[src/rtl/mux_arbiter_pkg.sv]
// Shared types and helpers for the two-requester round-robin mux arbiter.
package mux_arb_pkg;

  typedef enum logic [1:0] {
    IDLE = 2'd0,
    OWN0 = 2'd1,
    OWN1 = 2'd2
  } state_e;

  // Tenure counter width; a BURST of 1 still needs a 1-bit register.
  function automatic int cnt_width(input int burst);
    int w;
    w = $clog2(burst + 1);
    return (w < 1) ? 1 : w;
  endfunction

endpackage

[src/rtl/mux_arbiter_if.sv]
// Requester-side handshake and shared data path between two producers and the arbiter.
interface mux_arb_if #(parameter int W = 8);
  logic         req0;
  logic         req1;
  logic [W-1:0] in0;
  logic [W-1:0] in1;
  logic         gnt0;
  logic         gnt1;
  logic         sel;
  logic [W-1:0] out;
  logic         out_valid;

  modport master (
    output req0, req1, in0, in1,
    input  gnt0, gnt1, sel, out, out_valid
  );

  modport slave (
    input  req0, req1, in0, in1,
    output gnt0, gnt1, sel, out, out_valid
  );
endinterface

[src/rtl/mux_arbiter_rr_pick2.sv]
// Combinational two-way round-robin pick: a lone request wins, a tie goes to the one not served last.
module rr_pick2 (
  input  logic req0_i,
  input  logic req1_i,
  input  logic last_i,
  output logic pick0_o,
  output logic pick1_o
);

  assign pick0_o = req0_i & (~req1_i | last_i);
  assign pick1_o = req1_i & (~req0_i | ~last_i);

endmodule

[src/rtl/mux_arbiter.sv]
// Round-robin owner of a 2:1 mux select with bounded tenures and a registered data output.
//
// state | meaning
// IDLE  | no owner; sel holds its previous value
// OWN0  | requester 0 owns the path, sel = 0
// OWN1  | requester 1 owns the path, sel = 1
module mux_arbiter
  import mux_arb_pkg::*;
#(
  parameter int W     = 8,
  parameter int BURST = 4
) (
  input logic   clk,
  input logic   rst_n,
  mux_arb_if.slave bus
);

  localparam int         CNT_W  = cnt_width(BURST);
  localparam logic [1:0] S_IDLE = IDLE;
  localparam logic [1:0] S_OWN0 = OWN0;
  localparam logic [1:0] S_OWN1 = OWN1;

  logic [1:0]       state_q, state_d;
  logic [CNT_W-1:0] cnt_q, cnt_d;
  logic             last_q, last_d;
  logic             sel_q, sel_d;
  logic [W-1:0]     out_q, out_d;
  logic             vld_q, vld_d;

  logic own_q, own_req, in_tenure, beat, tenure_end, last_eff;
  logic pick0, pick1;

  assign own_q      = (state_q == S_OWN1);
  assign own_req    = own_q ? bus.req1 : bus.req0;
  assign in_tenure  = (state_q != S_IDLE);
  assign beat       = in_tenure & own_req;
  assign tenure_end = in_tenure & (~own_req | (cnt_q == CNT_W'(BURST - 1)));
  // The finishing owner counts as served before the tie is broken.
  assign last_eff   = tenure_end ? own_q : last_q;

  rr_pick2 u_pick (
    .req0_i  (bus.req0),
    .req1_i  (bus.req1),
    .last_i  (last_eff),
    .pick0_o (pick0),
    .pick1_o (pick1)
  );

  always_comb begin
    state_d = state_q;
    cnt_d   = cnt_q;
    last_d  = last_q;
    sel_d   = sel_q;
    out_d   = out_q;
    vld_d   = 1'b0;

    if (beat) begin
      out_d = sel_q ? bus.in1 : bus.in0;
      vld_d = 1'b1;
      cnt_d = cnt_q + CNT_W'(1);
    end

    if ((state_q == S_IDLE) || tenure_end) begin
      if (tenure_end) begin
        last_d = own_q;
        cnt_d  = '0;
      end
      if (pick0) begin
        state_d = S_OWN0;
        sel_d   = 1'b0;
      end else if (pick1) begin
        state_d = S_OWN1;
        sel_d   = 1'b1;
      end else begin
        state_d = S_IDLE;
      end
    end
  end

  always_ff @(posedge clk or negedge rst_n) begin
    if (!rst_n) begin
      state_q <= S_IDLE;
      cnt_q   <= '0;
      last_q  <= 1'b1;
      sel_q   <= 1'b0;
      out_q   <= '0;
      vld_q   <= 1'b0;
    end else begin
      state_q <= state_d;
      cnt_q   <= cnt_d;
      last_q  <= last_d;
      sel_q   <= sel_d;
      out_q   <= out_d;
      vld_q   <= vld_d;
    end
  end

  assign bus.gnt0      = (state_q == S_OWN0);
  assign bus.gnt1      = (state_q == S_OWN1);
  assign bus.sel       = sel_q;
  assign bus.out       = out_q;
  assign bus.out_valid = vld_q;

endmodule
[src/flat_wrapper.sv]
// flat-port wrapper written by rule: the top's interface ports become plain ports
module mux_arbiter_flat import mux_arb_pkg::*;
#(
  parameter int W     = 8,
  parameter int BURST = 4
)
  (clk, rst_n, bus_req0, bus_req1, bus_in0, bus_in1, bus_gnt0, bus_gnt1, bus_sel, bus_out, bus_out_valid);
  mux_arb_if #(.W(W)) bus_i ();
  input logic clk;
  input logic rst_n;
  input wire logic [$bits(bus_i.req0)-1:0] bus_req0;
  input wire logic [$bits(bus_i.req1)-1:0] bus_req1;
  input wire logic [$bits(bus_i.in0)-1:0] bus_in0;
  input wire logic [$bits(bus_i.in1)-1:0] bus_in1;
  output wire logic [$bits(bus_i.gnt0)-1:0] bus_gnt0;
  output wire logic [$bits(bus_i.gnt1)-1:0] bus_gnt1;
  output wire logic [$bits(bus_i.sel)-1:0] bus_sel;
  output wire logic [$bits(bus_i.out)-1:0] bus_out;
  output wire logic [$bits(bus_i.out_valid)-1:0] bus_out_valid;
  assign bus_i.req0 = bus_req0;
  assign bus_i.req1 = bus_req1;
  assign bus_i.in0 = bus_in0;
  assign bus_i.in1 = bus_in1;
  assign bus_gnt0 = bus_i.gnt0;
  assign bus_gnt1 = bus_i.gnt1;
  assign bus_sel = bus_i.sel;
  assign bus_out = bus_i.out;
  assign bus_out_valid = bus_i.out_valid;
  mux_arbiter #(.W(W), .BURST(BURST)) u_core (.clk(clk), .rst_n(rst_n), .bus(bus_i));
endmodule
[config.mk]
export PLATFORM = sky130hd
export DESIGN_NAME = mux_arbiter_flat
export DESIGN_NICKNAME = d
export VERILOG_FILES = /design/src/rtl/mux_arbiter_pkg.sv /design/src/rtl/mux_arbiter_if.sv /design/src/rtl/mux_arbiter_rr_pick2.sv /design/src/rtl/mux_arbiter.sv /design/src/flat_wrapper.sv
export SDC_FILE = /design/constraint.sdc
export NUM_CORES = 1
export LEC_CHECK = 0
export BUFFER_PORTS_ARGS = -buffer_cell sky130_fd_sc_hd__clkbuf_2
export CAP_MARGIN = 15
export CORE_MARGIN = 2
export CORE_UTILIZATION = 43
export DETAILED_ROUTE_END_ITERATION = 6
export PLACE_DENSITY = 0.79
export SKIP_CTS_REPAIR_TIMING = 1
export SLEW_MARGIN = 20
export SYNTH_ARGS = -nofsm -noshare
export SYNTH_HDL_FRONTEND = slang
export SYNTH_SLANG_ARGS = --single-unit
export TNS_END_PERCENT = 30
[constraint.sdc]
create_clock -name clk -period 1.4 [get_ports clk]
set_input_delay 0.14 -clock clk [delete_from_list [all_inputs] [get_ports clk]]
set_output_delay 0.14 -clock clk [all_outputs]
set_load 0.01 [all_outputs]
==> flow_metrics.env, run 1 <==
export IMPL_status="complete, but fails checks"
export IMPL_failed_checks="setup timing"
export IMPL_crit_cells=5
export IMPL_hold_viol_final=0
export IMPL_whs_ns=0.225
export IMPL_maxCapViolCount=0
export IMPL_core_rowCount=16
export IMPL_cts_num_sinks=16
export IMPL_p_seq_share_pct=39.5
export IMPL_async_reset_ff_share_pct=100
export IMPL_avgSynthCellArea_um2=11.3
export IMPL_dpl_hpwl_um=1410
export IMPL_switching_power_uw=673
export IMPL_ctsRootBufferMaster="clkbuf_4"
export IMPL_cp_start_kind="register"
export IMPL_p_clk_share_pct=12.3
export IMPL_fp_dieH_um=48.7
export IMPL_clock_latency_ns=0.27
export IMPL_fmax_mhz=690
export IMPL_synth_edf_count=0
export IMPL_fp_dieW_um=48.7
export IMPL_hold_path_class="primary input to register"
export IMPL_crit_chain="ha_2, ha_4, nand3b_1, o2111a_1, nor4_1"
export IMPL_power_share_combinational_pct=48.3
export IMPL_gp_congestion=0.870
export IMPL_start_util_pct=44.8
export IMPL_area_delta_synth_final_pct=36.9
export IMPL_final_cell_mix="clkbuf_2 (31), mux2_2 (16), dfrtp_1 (15)"
export IMPL_worst_path_buf_inv=0
export IMPL_wl_met2_um=951
export IMPL_grt_max_degree=17
export IMPL_coreArea_mm2=0.00192
export IMPL_drt_pre_antenna_iters=4
export IMPL_synth_ff_type="dfrtp_1"
export IMPL_vias_per_cell=5.09
export IMPL_antenna_found_initial=0
export IMPL_worst_slew_pin_slew_ns=0.412
export IMPL_grt_usage_pct=17.4
export IMPL_maxSlewViolCount=0
export IMPL_crit_required_ns=1.57
export IMPL_ir_drop_uv=1170
export IMPL_synth_mux_area_share_pct=20.9
export IMPL_synth_seq_area_share_pct=46.7
export IMPL_critPathKind="register to register"
export IMPL_clk_path_buf_depth=2
export IMPL_synth_area_um2=861
export IMPL_pre_cts_ws_ns=-0.109
export IMPL_synth_fp_nets=98
export IMPL_nets=139
export IMPL_p_leak_nw=0.572
export IMPL_top_layer="met4"
export IMPL_synth_seq_cells=16
export IMPL_swShare_pct=34.2
export IMPL_die_area_mm2=0.00238
export IMPL_nFillCells=168
export IMPL_setup_viol=2
export IMPL_cp_data_arrival_time_ns=1.62
export IMPL_rsz0062_at_grt="true"
export IMPL_synth_xor_area_share_pct=0
export IMPL_finalClockSkew_ns=0.00216
export IMPL_synth_cells=76
export IMPL_htreeDepth=1
export IMPL_wl_per_cell_um=13.2
export IMPL_antenna_cells=0
export IMPL_dr_wl_met3_um=122
export IMPL_cp_end_kind="register"
export IMPL_post_route_period_util_pct=103
export IMPL_clk_pin_slew_ns=0.09
export IMPL_grt_pass1_wl_um=3210
export IMPL_drive_gt1_share_pct=58.6
export IMPL_top_level_ports=32
export IMPL_synth_top_family_by_area="multiplexers"
export IMPL_totalWireLength_um=1880
export IMPL_internal_power_mw=1.29
export IMPL_grt_remaining_overflow=0
export IMPL_synthSimpleGateAreaFrac_pct=8.14
export IMPL_maxSlewHeadroom_pct=72.6
export IMPL_crit_path_max_fanout=5
export IMPL_period_minus_slack_ns=1.45
export IMPL_yosysWarnings=0
export IMPL_ant_nets=0
export IMPL_worst_slack_ns=-0.0487
export IMPL_synth_distinct_cells=28
export IMPL_drt_iter0_markers=14
export IMPL_critPathMaxStageDelay_ns=0.40
export IMPL_synthAdderAreaFrac_pct=2.91
export IMPL_route_detailed_drc=0
export IMPL_io_buffers=31
export IMPL_synth_compound_area_share_pct=14.7
export IMPL_grt_pass1_vias=769
export IMPL_powerDensity_mw_per_mm2=1670
export IMPL_cts_tree="built"
export IMPL_cp_slowest_cell="dfrtp_1"
export IMPL_numCtsBuffers=3
export IMPL_wl_met1_um=799
export IMPL_dr_total_vias=728
export IMPL_cp_top_family="simple AND/OR/NAND/NOR gates"
export IMPL_r2r_cells=5
export IMPL_layout_commonest_cell="clkbuf_2"
export IMPL_hold_depth=3
export IMPL_finalPower_mw=1.97
## power groups by stage
stage / sequential [mW] / combinational (mW) / clock (mW)
3_3_place_gp: 0.774 / 0.846 / 0
2_1_floorplan: 0.832 / 0.475 / 0
6_report: 0.776 / 0.950 / 0.242
3_5_place_dp: 0.781 / 0.884 / 0
5_1_grt: 0.805 / 1.04 / 0.273
4_1_cts: 0.776 / 0.887 / 0.252
## path summary, 6_finish.rpt
check | slack [ns] | to | from
setup / recovery | -0.05 | u_core.bus.sel | u_core.cnt_q[1]
hold / removal | 0.23 | u_core.bus.out[3] | bus_in0[3]
setup reg to reg | -0.05 | u_core.bus.sel | u_core.cnt_q[1]
hold reg to reg | 0.52 | u_core.bus.out[4] | u_core.bus.out[4]
max in group asynchronous | 0.76 | u_core.last_q | rst_n
min in group asynchronous | 0.32 | u_core.cnt_q[0] | rst_n
## final cells by class
class / instances / area [µm²] / area share, %
clock buffers: 4 / 26.3 / 2.23
inverters: 5 / 21.3 / 1.80
multi-input cells: 48 / 435 / 36.9
flip-flops and latches: 16 / 402 / 34.1
well taps: 27 / 33.8 / 2.87
repair buffers: 43 / 260 / 22.1
## cell usage after synthesis (all sizes together), types with 2 or more instances
library cell / instances / area (µm²)
a22o: 2 / 17.5
nor2: 5 / 18.8
nand2: 3 / 11.3
a32o: 2 / 20.0
nor4: 2 / 12.5
buf: 4 / 26.3
a21oi: 3 / 15.0
mux2: 16 / 180
dfrtp: 15 / 375
ha: 2 / 25.0
inv: 5 / 18.8
clkbuf: 3 / 12.5
## flip-flops by register name, summed over array words and instances (netlist names)
| name | cells |
|---|---|
| u_core.bus.out_valid | 1 |
| u_core.last_q | 1 |
| u_core.bus.sel | 1 |
| u_core.cnt_q | 3 |
| u_core.state_q | 2 |
| u_core.bus.out | 8 |
## metrics by stage
stage / cells / TNS [ns] / instance area [µm²] / utilization, %
2_1_floorplan: 76 / -0.0211 / 878 / -
3_3_place_gp: 137 / -0.516 / 1110 / 57.6
3_5_place_dp: 137 / -0.920 / 1110 / 57.6
4_1_cts: 141 / -1.07 / 1130 / 58.9
5_1_grt: 143 / -0.278 / 1180 / 61.3
6_report: 143 / -0.0910 / 1180 / 61.3
## tightest hold or removal path: stages
cell and delay (ns):
clkbuf_2 0.07, mux2_2 0.13, mux2_2 0.13
## kinds of logic (layout without fill, tap and decap cells)
group | after synthesis | after routing
simple gates | 14 | 14
flops | 16 | 16
mux | 16 | 16
buf+inv | 12 | 52
fa+ha+maj | 2 | 2
compound gates | 16 | 16
## metal layers
| metal | GRT usage [%] | vias up |
|---|---|---|
| met5 | 0 | - |
| met4 | 7.14 | 0 |
| met3 | 2.78 | 2 |
| met2 | 32.0 | 32 |
| met1 | 20.0 | 337 |
| li1 | - | 357 |
(Power assumes the default switching activity.)
==> inputs of run 2 (changes only) <==
- CORE_UTILIZATION: 43 -> 45
- clock period: 1.4 -> 1.5 ns (I/O delays scaled with it)
==> run 2 against run 1 <==
Effect of this change: the run now ends clean; sequential power fell by 2%; first-iteration DRC count shrank 43%; utilization rose by 2.8 points; final cell count decreased by 2.8%; routed wire length grew 0.80%; worst setup slack gained 0.097 ns; critical endpoint is now u_core.last_q.
==> flow_metrics.env, run 2 (synthesized netlist as in run 1, its figures left out) <==
export IMPL_dp_cells=134
export IMPL_wl_met2_um=1020
export IMPL_coreArea_mm2=0.00176
export IMPL_start_util_pct=48.8
export IMPL_top_layer="met3"
export IMPL_clk_path_buf_depth=2
export IMPL_gp_congestion=0.815
export IMPL_final_cell_mix="clkbuf_2 (31), mux2_2 (16), dfrtp_1 (15)"
export IMPL_status="complete, no violations"
export IMPL_layout_commonest_cell="clkbuf_2"
export IMPL_setup_viol=0
export IMPL_grt_pass1_vias=696
export IMPL_antenna_found_initial=0
export IMPL_p_clk_share_pct=13.0
export IMPL_stdcell_count=139
export IMPL_die_area_mm2=0.00228
export IMPL_clk_pin_slew_ns=0.09
export IMPL_vias_per_cell=5.20
export IMPL_r2r_end="u_core.last_q"
export IMPL_nets=137
export IMPL_fp_dieH_um=47.7
export IMPL_area_delta_synth_final_pct=31.4
export IMPL_wl_per_cell_um=13.6
export IMPL_crit_required_ns=1.70
export IMPL_maxCapViolCount=0
export IMPL_top_level_ports=32
export IMPL_wl_met1_um=786
export IMPL_clock_latency_ns=0.27
export IMPL_hold_path_class="primary input to register"
export IMPL_reg2reg_from="u_core.cnt_q[0]"
export IMPL_totalWireLength_um=1900
export IMPL_fmax_mhz=689
export IMPL_ir_drop_uv=924
export IMPL_drive_gt1_share_pct=57.9
export IMPL_crit_path_max_fanout=5
export IMPL_r2r_cells=6
export IMPL_worst_slew_pin_slew_ns=0.460
export IMPL_hold_viol_final=0
export IMPL_largest_reg_flops=8
export IMPL_p_seq_share_pct=43.4
export IMPL_io_buffers=31
export IMPL_p_leak_nw=0.556
export IMPL_route_detailed_drc=0
export IMPL_internal_power_mw=1.15
export IMPL_dr_wl_met3_um=89
export IMPL_hold_path_end="u_core.state_q[0]"
export IMPL_maxSlewViolCount=0
export IMPL_grt_max_degree=17
export IMPL_ctsRootBufferMaster="clkbuf_4"
export IMPL_drt_pre_antenna_iters=4
export IMPL_ff2ff_setup_slack_ns=0.05
export IMPL_hold_start="bus_req0"
export IMPL_cp_start_kind="register"
export IMPL_whs_ns=0.220
export IMPL_dpl_hpwl_um=1450
export IMPL_grt_usage_pct=18.2
export IMPL_grt_remaining_overflow=0
export IMPL_maxSlewHeadroom_pct=69.3
export IMPL_cts_tree="built"
export IMPL_numCtsBuffers=3
export IMPL_hold_depth=2
export IMPL_cp_end_kind="register"
export IMPL_cp_data_arrival_time_ns=1.65
export IMPL_antenna_cells=0
export IMPL_powerDensity_mw_per_mm2=1550
export IMPL_grt_pass1_wl_um=2880
export IMPL_critPathKind="register to register"
export IMPL_period_minus_slack_ns=1.45
export IMPL_fp_dieW_um=47.7
export IMPL_htreeDepth=1
export IMPL_dr_total_vias=723
export IMPL_swShare_pct=34.6
export IMPL_drt_iter0_markers=8
export IMPL_ant_nets=0
export IMPL_switching_power_uw=606
export IMPL_cts_num_sinks=16
export IMPL_finalClockSkew_ns=0.00430
export IMPL_core_rowCount=15
export IMPL_post_route_period_util_pct=96.8
export IMPL_power_share_combinational_pct=43.6
==> run 2: cell type report <==
type | instances | area, µm²
multi-input combinational | 48 | 420
fill | 167 | 633
clock buffer | 4 | 26.3
sequential | 16 | 402
inverter | 5 | 18.8
tap | 25 | 31.3
timing repair buffer | 41 | 233
==> run 2: worst max-delay path: stages, from the launching register on <==
cell and delay, ns:
dfrtp_1 0.39, ha_1 0.20, ha_2 0.18, buf_4 0.15, nand2b_1 0.18, a21oi_2 0.17, o22ai_1 0.10
==> run 2: metal layers <==
layer / up-vias / global-route usage (%)
met4: 0 / 5.41
met3: 0 / 3.02
met5: - / 0
met2: 20 / 34.9
li1: 351 / -
met1: 352 / 20.3
==> run 2: worst max path at each step <==
| stage | from | endpoint | cells after the start |
|---|---|---|---|
| 6_report | u_core.cnt_q[0] | u_core.last_q | 6 |
| 5_1_grt | u_core.cnt_q[0] | u_core.last_q | 6 |
| 4_1_cts | u_core.state_q[0] | u_core.bus.out[4] | 3 |
| 3_5_place_dp | u_core.state_q[0] | u_core.bus.out[4] | 3 |
| 3_3_place_gp | u_core.state_q[0] | u_core.bus.out[0] | 3 |
| 2_1_floorplan | u_core.cnt_q[0] | u_core.bus.sel | 6 |
==> run 2: through the flow <==
stage / util (%) / worst slack [ns] / power [mW] / TNS (ns) / instance area (µm²)
after global placement: 61.0 / 0.0371 / 1.47 / 0 / 1080
after floorplan: - / 0.0217 / 1.21 / 0 / 871
after CTS: 62.5 / -0.0478 / 1.75 / -0.347 / 1100
after detailed placement: 61.0 / -0.0297 / 1.51 / -0.194 / 1080
final: 64.1 / 0.0487 / 1.75 / 0 / 1130
after global routing: 64.1 / -0.00351 / 1.88 / -0.00351 / 1130
==> run 2: power groups by stage <==
stage	clock, mW	sequential, mW	combinational (mW)
after global placement	0	0.750	0.719
final	0.228	0.759	0.764
after floorplan	0	0.775	0.439
after global routing	0.249	0.786	0.841
after detailed placement	0	0.760	0.749
after CTS	0.240	0.756	0.753
==> inputs of run 3 (changes only) <==
- MAX_ROUTING_LAYER: not set -> met4
==> run 3 against run 2 <==
Effect of this change: cell area did not move; worst hold slack got worse by 0.0027 ns; worst setup slack improved by 0.0014 ns; first-iteration DRC count rose by 13%; critical path depth did not move; register-to-register slack barely moved; critical path type unchanged; largest power group unchanged; highest routed layer unchanged.
==> flow_metrics.env, run 3 (synthesized netlist as in run 1, its figures left out) <==
export IMPL_status="complete, no violations"
export IMPL_pre_cts_ws_ns=-0.0297
export IMPL_cp_data_arrival_time_ns=1.65
export IMPL_critPathKind="register to register"
export IMPL_cts_num_sinks=16
export IMPL_antenna_cells=0
export IMPL_ctsRootBufferMaster="clkbuf_4"
export IMPL_cp_top_family="flip-flops"
export IMPL_gp_congestion=0.827
export IMPL_hold_path_class="primary input to register"
export IMPL_largest_reg_flops=8
export IMPL_grt_max_degree=17
export IMPL_dp_cells=134
export IMPL_worst_slack_ns=0.0501
export IMPL_hold_viol_final=0
export IMPL_nFillCells=167
export IMPL_whs_ns=0.217
export IMPL_grt_pass1_wl_um=2880
export IMPL_finalClockSkew_ns=0.00430
export IMPL_stdcell_count=139
export IMPL_powerDensity_mw_per_mm2=1550
export IMPL_crit_path_max_fanout=5
export IMPL_drive_gt1_share_pct=57.9
export IMPL_cp_end_kind="register"
export IMPL_clk_path_buf_depth=2
export IMPL_antenna_found_initial=0
export IMPL_start_util_pct=48.8
export IMPL_drt_pre_antenna_iters=4
export IMPL_cp_slowest_cell="dfrtp_1"
export IMPL_area_delta_synth_final_pct=31.4
export IMPL_fp_dieW_um=47.7
export IMPL_final_cell_mix="clkbuf_2 (31), mux2_2 (16), dfrtp_1 (15)"
export IMPL_htreeDepth=1
export IMPL_nets=137
export IMPL_clock_latency_ns=0.27
export IMPL_route_detailed_drc=0
export IMPL_totalWireLength_um=1890
export IMPL_drt_iter0_markers=9
export IMPL_finalPower_mw=1.75
export IMPL_cts_tree="built"
export IMPL_final_util_pct=64.1
export IMPL_die_area_mm2=0.00228
export IMPL_dpl_hpwl_um=1450
export IMPL_layout_commonest_cell="clkbuf_2"
export IMPL_grt_pass1_vias=696
export IMPL_p_leak_nw=0.556
export IMPL_clk_pin_slew_ns=0.09
export IMPL_dr_total_vias=730
export IMPL_period_minus_slack_ns=1.45
export IMPL_worst_path_buf_inv=1
export IMPL_grt_remaining_overflow=0
export IMPL_crit_chain="ha_1, ha_2, buf_4, nand2b_1, a21oi_2, o22ai_1"
export IMPL_setup_viol=0
export IMPL_core_rowCount=15
export IMPL_ant_nets=0
export IMPL_top_level_ports=32
export IMPL_vias_per_cell=5.25
export IMPL_wl_per_cell_um=13.6
export IMPL_maxSlewViolCount=0
export IMPL_grt_usage_pct=18.8
export IMPL_coreArea_mm2=0.00176
export IMPL_crit_required_ns=1.70
export IMPL_critPathMaxStageDelay_ns=0.39
export IMPL_io_buffers=31
export IMPL_fp_dieH_um=47.7
export IMPL_fmax_mhz=690
export IMPL_worst_slew_pin_slew_ns=0.459
export IMPL_ir_drop_uv=924
export IMPL_cp_start_kind="register"
export IMPL_maxSlewHeadroom_pct=69.4
export IMPL_post_route_period_util_pct=96.7
export IMPL_maxCapViolCount=0
export IMPL_numCtsBuffers=3
[run 3: stage by stage]
stage | instance area [µm²] | setup TNS (ns)
final | 1130 | 0
after global routing | 1130 | -0.00351
after CTS | 1100 | -0.347
after detailed placement | 1080 | -0.194
after global placement | 1080 | 0
after floorplan | 871 | 0
[run 3: path summary, 6_finish.rpt]
check,startpoint,to,slack (ns),cells after the start
max,u_core.cnt_q[0],u_core.last_q,0.05,6
min,bus_req0,u_core.state_q[0],0.22,2
max reg2reg,u_core.cnt_q[0],u_core.last_q,0.05,6
min reg2reg,u_core.cnt_q[1],u_core.cnt_q[1],0.51,1
max in group asynchronous,rst_n,u_core.last_q,0.86,2
min in group asynchronous,rst_n,u_core.bus.sel,0.33,2
[run 3: layer usage]
layer	vias to the layer above	share of wire [%]	GRT usage [%]
li1	352	-	-
met1	358	41	20.6
met2	20	55	34.9
met3	0	4.3	2.64
met4	0	0	5.41
met5	-	0	-
[run 3: layout make-up]
class / count / area (µm²) / area share, %
Clock buffer: 4 / 26.3 / 2.32
Sequential cell: 16 / 402 / 35.5
Timing Repair Buffer: 41 / 233 / 20.6
Tap cell: 25 / 31.3 / 2.77
Inverter: 5 / 18.8 / 1.66
Multi-Input combinational cell: 48 / 420 / 37.2
[run 3: report_power, final]
group / internal (mW) / leakage [nW] / switching (mW) / total [mW]
Sequential: 0.616 / 0.191 / 0.143 / 0.760
Combinational: 0.426 / 0.350 / 0.339 / 0.765
Clock: 0.103 / 0.0150 / 0.125 / 0.228
